==> src/rtl/mul_sequencer.sv <==
// mul_sequencer
// Iterative unsigned multiplier that owns the HI/LO register pair used by
// multu/mfhi/mflo. A start from the decoder captures both operands and then
// retires BITS_PER_CYCLE multiplier bits per clock for N = WIDTH/BITS_PER_CYCLE
// cycles. The full 2*WIDTH product is committed to {hi,lo} in one step on the
// final iteration. While a multiply is in flight, any new start or HI/LO read
// stalls the issuing instruction.
//
// Ports
//   clk      in   clock, rising edge
//   reset    in   synchronous active-low reset
//   start    in   begin multu (decoder domul), accepted only when idle
//   opa      in   multiplicand, captured on an accepted start
//   opb      in   multiplier, captured on an accepted start
//   rd_req   in   HI/LO read request (decoder multoreg)
//   lohi     in   read select: 0 = LO, 1 = HI
//   rd_data  out  committed HI or LO selected by lohi (combinational)
//   busy     out  multiply in progress
//   stall    out  (start | rd_req) & busy (combinational)
//   hi       out  committed HI register
//   lo       out  committed LO register
//
// state | meaning
// IDLE  | no multiply in flight; start is accepted, reads are served at once
// RUN   | iterating; hi/lo hold the previous product, requests are stalled

module mul_sequencer #(
   parameter int WIDTH          = 32,
   parameter int BITS_PER_CYCLE = 1
) (
   input  logic             clk,
   input  logic             reset,
   input  logic             start,
   input  logic [WIDTH-1:0] opa,
   input  logic [WIDTH-1:0] opb,
   input  logic             rd_req,
   input  logic             lohi,
   output logic [WIDTH-1:0] rd_data,
   output logic             busy,
   output logic             stall,
   output logic [WIDTH-1:0] hi,
   output logic [WIDTH-1:0] lo
);

   localparam int N     = WIDTH / BITS_PER_CYCLE;
   localparam int CNT_W = (N > 1) ? $clog2(N) : 1;
   localparam logic [CNT_W-1:0] CNT_LOAD = CNT_W'(N - 1);

   typedef enum logic {
      IDLE = 1'b0,
      RUN  = 1'b1
   } state_t;

   state_t               state_q, state_d;
   logic [2*WIDTH-1:0]   mcand_q;
   logic [2*WIDTH-1:0]   acc_q;
   logic [2*WIDTH-1:0]   partial;
   logic [2*WIDTH-1:0]   acc_sum;
   logic [WIDTH-1:0]     mplier_q;
   logic [CNT_W-1:0]     cnt_q;
   logic                 accept;
   logic                 last;

   always_comb begin
      state_d = state_q;
      accept  = 1'b0;
      last    = 1'b0;
      busy    = 1'b0;
      case (state_q)
         IDLE: begin
            if (start) begin
               accept  = 1'b1;
               state_d = RUN;
            end
         end
         RUN: begin
            busy = 1'b1;
            if (cnt_q == '0) begin
               last    = 1'b1;
               state_d = IDLE;
            end
         end
         default: state_d = IDLE;
      endcase
   end

   assign stall   = (start | rd_req) & busy;
   assign rd_data = lohi ? hi : lo;

   // The multiplicand register is pre-widened and shifted left each cycle, so
   // the current digit's weight is already applied; the digit multiply is
   // only BITS_PER_CYCLE bits wide after constant propagation.
   assign partial = mcand_q * {{(2*WIDTH-BITS_PER_CYCLE){1'b0}},
                               mplier_q[BITS_PER_CYCLE-1:0]};
   assign acc_sum = acc_q + partial;

   always_ff @(posedge clk) begin
      if (!reset) begin
         state_q  <= IDLE;
         hi       <= '0;
         lo       <= '0;
         acc_q    <= '0;
         cnt_q    <= '0;
         mcand_q  <= '0;
         mplier_q <= '0;
      end else begin
         state_q <= state_d;
         if (accept) begin
            mcand_q  <= {{WIDTH{1'b0}}, opa};
            mplier_q <= opb;
            acc_q    <= '0;
            cnt_q    <= CNT_LOAD;
         end else if (state_q == RUN) begin
            acc_q    <= acc_sum;
            mcand_q  <= mcand_q << BITS_PER_CYCLE;
            mplier_q <= mplier_q >> BITS_PER_CYCLE;
            if (last) begin
               {hi, lo} <= acc_sum;
            end else begin
               cnt_q <= cnt_q - 1'b1;
            end
         end
      end
   end

endmodule

==> config.mk <==
export PLATFORM = sky130hd
export DESIGN_NAME = mul_sequencer
export DESIGN_NICKNAME = d
export VERILOG_FILES = /design/src/rtl/mul_sequencer.sv
export SDC_FILE = /design/constraint.sdc
export NUM_CORES = 1
export LEC_CHECK = 0
export BUFFER_PORTS_ARGS = -buffer_cell sky130_fd_sc_hd__clkbuf_2
export CAP_MARGIN = 40
export CORE_MARGIN = 2
export CORE_UTILIZATION = 40
export CTS_CLUSTER_DIAMETER = 200
export DETAILED_ROUTE_END_ITERATION = 8
export RECOVER_POWER = 50
export SYNTH_ARGS = -nofsm -noshare
export SYNTH_HDL_FRONTEND = slang
export SYNTH_SLANG_ARGS = --single-unit
==> constraint.sdc <==
create_clock -name clk -period 3.9 [get_ports clk]
set_input_delay 0.78 -clock clk [delete_from_list [all_inputs] [get_ports clk]]
set_output_delay 0.78 -clock clk [all_outputs]
set_load 0.01 [all_outputs]
==> run metrics <==
IO Count=about 170; Final min period=3730 ps; CP cell instances=buf_4 -> buf_4 -> and2_1 -> ha_1 -> nand4_1 -> or3_1 -> nor4b_1 -> o41ai_1 -> buf_4 -> and2_1 -> xnor2_1 -> mux2i_1 -> nor2_1; initial antenna violation count=1; slowest CP cell=nor4b_1; Setup Fix Bufs, Post-CTS=0; Fill cells=3261; Die X=around 190 um; critical path startpoint=mplier_q[0]; final worst setup slack=167 ps; first-pass GRT wire length=60600 um; Remaining DRCs=0; 1st-pass router iterations=5; number of synthesized register bits=230; synthesized area=~0.013 mm2; headroom to the max-slew limit=-0.164; Worst-Skew Late Latency=between 500 and 600 ps; WP depth=13; failing checks=capacitance limit, slew limit; Worst-path clk slew=~60 ps; Routed WL=39300 um; Synth Area per Inst=8.12 um2; CP delay by family, top=simple AND/OR/NAND/NOR gates; Slew @ Worst Pin=1750 ps; peak supply drop=272 uV; ANT cells=0; layout cell share with drive strength beyond 1=0.126; Total GRT Usage=0.223; startpoint types=flip-flop; core region area=roughly 0.032 mm2; starting density of the core=0.406; total of max-cap violations=2; worst flop-to-flop path startpoint=mplier_q[0]; critical path arrival=approximately 4200 ps; vias in the first global route=around 11k; hpwl dp=29300 um; routability cong.=0.976; die area=~0.034 mm2; Worst Path Max Fanout=21; pre-CTS WS=a little over 300 ps; area of the multi-input gates=approximately 0.008 mm2; Final Setup Violations=0; number of synthesized flops with an enable pin=0; top post-synthesis cells by area=dfxtp_1 (35%), mux2i_1 (10%), nor2_1 (7.1%); htree depth=1; Main synth FF type=dfxtp_1; total power=between 0.005 and 0.006 W; final setup TNS=0 ps; clk buf depth=3; min-delay worst type=flip-flop to flip-flop; CTS tree=yes; Final Skew=7.71 ps; final hold violations=0; async set or reset register ratio after synthesis=0; number of DRC markers in iteration 0=710; Syn Inst Count=between 1.5k and 2k; register area=0.00461 mm2; Buf/Inv on CP=3; status=finished, violations left; Row Count=66; slack of the worst reg-to-reg path=170 ps; Synthesized Nets=1758; post-synth cell types=73; Synth area leader=dfxtp_1; largest net degree at the start of global routing=89; Max Clk Rate=roughly 270 MHz; root buffer cell=clkbuf_16; Worst Setup EP=acc_q[30]; PwrDens=349 mW/mm2; Final Max Tran Viols=145; Sink Count=230; area grow syn2layout=14.4%; LEAKAGE=6.44 nW; top-area cell type share of the netlist area=0.349; vias per cell=5.35; Buffers on Ports=166; post-route ant nets=0; Die Height=186 um; RSZ-0062 raised after global routing=no; Inserted Clock Buffers=25; Final Cycle Share=0.957; final core utilization=0.465; Wirelength per Cell=between 15 and 20 um; post-synthesis sequential area ratio=0.349; total global routing overflow=0; warnings from Yosys=0; WS Path Type=flip-flop to flip-flop; most frequent CP cell=buf_4; placed cells=2146; via count=11.7k; reg2reg path depth=13; CP peak stage delay=490 ps; Nets=1866; Cell Count, Final, Fillers Out=about 2.2k; CP endpoint kind=flip-flop; RR Endpoint=acc_q[30]; WP data required=4340 ps
## cell type report
cell class,instances,share of cell area
Clock buffer,36,0.0483
Clock inverter,8,0.00448
Multi-Input combinational cell,1266,0.537
Inverter,17,0.00440
Timing Repair Buffer,191,0.0633
Tap cell,442,0.0367
Sequential cell,230,0.306
## per-layer routing
layer,vias to the layer above,wire length (um),global-route usage,share of wire
met3,55,1830,0.0237,0.046
met2,284,18100,0.371,0.46
met5,-,0,0,0
met1,5485,18500,0.311,0.47
li1,5890,-,-,-
met4,0,882,0.0489,0.022
## cells in the final DEF, fill, tap and decap left out, drive strengths merged, types with 17 or more instances in the layout
cell type  instances
nor2             248
dfxtp            230
clkbuf           208
a21oi            180
nand2            172
mux2i            132
and2              71
o21ai             66
ha                65
mux2              32
nand3             32
xor2              31
xnor2             30
a21o              29
buf               19
inv               17
nand4             17
a211oi            17
## power by group
group / internal (W) / switching [W] / total (W)
logic: 0.000188 / 0.000306 / 0.000493
clock network: 0.00136 / 0.000947 / 0.00230
registers: 0.00241 / 0.0000536 / 0.00246
total: 0.00395 / 0.00131 / 0.00526
## worst reg2reg max path: stages (launching register included)
cell,delay (ps)
dfxtp_1,330
buf_4,160
buf_4,190
and2_1,160
ha_1,450
nand4_1,170
or3_1,370
nor4b_1,490
o41ai_1,230
buf_4,190
and2_1,180
xnor2_1,460
mux2i_1,150
nor2_1,130
## through the flow
stage,area (um2),hold slack [ps]
floorplan,13200,431
global placement,14300,440
detailed placement,14400,452
CTS,15200,460
global route,15100,489
finish,15100,459
## sequential cells by signal, summed over array words and instances (netlist names)
register	count
acc_q	64
mcand_q	64
hi	32
lo	32
mplier_q	32
cnt_q	5
state_q	1
## worst min-delay path by stage
stage	end	from	cells past startpoint	slack (ps)
floorplan	acc_q[54]	acc_q[54]	2	430
global placement	acc_q[59]	acc_q[59]	2	440
detailed placement	acc_q[61]	acc_q[61]	2	450
CTS	acc_q[59]	acc_q[59]	2	460
global route	acc_q[61]	acc_q[61]	2	490
finish	acc_q[59]	acc_q[59]	2	460
## cell families (layout without fill, tap and decap cells)
logic type,Yosys count,count (layout),synth area share
AND/OR/NAND/NOR,594,594,0.203
AO/OA/AOI/OAI,381,381,0.179
flip-flops,230,230,0.349
multiplexers,164,164,0.128
buffers and inverters,127,252,0.0372
adder cells (fa/ha/maj),66,66,0.0632
XOR/XNOR,61,61,0.0405
## synth_stat cells, types with 6 or more instances
cell type,instances
or3_1,10
xor2_1,31
o21a_1,10
and3_1,6
o21ai_0,46
o211ai_1,8
a21oi_1,177
a22o_1,10
and2_1,71
xnor2_1,30
mux2i_1,132
dfxtp_1,230
a31oi_1,7
nor2_1,248
o21bai_1,9
buf_1,15
nand3_1,32
nand2_1,171
a21o_1,29
nor3_1,9
ha_1,65
buf_2,11
nand4_1,16
inv_1,16
a211oi_1,16
clkbuf_1,84
nand2b_1,7
mux2_2,32
o21ai_1,18
## repair_timing
action / 4_1_cts / 5_1_grt
hold buffers: 0 / 0
endpoints found under the hold margin: 0 / 0
setup endpoints to repair: 0 / 1
resized for setup: 0 / 2
Power figures use the tool's default switching activity.
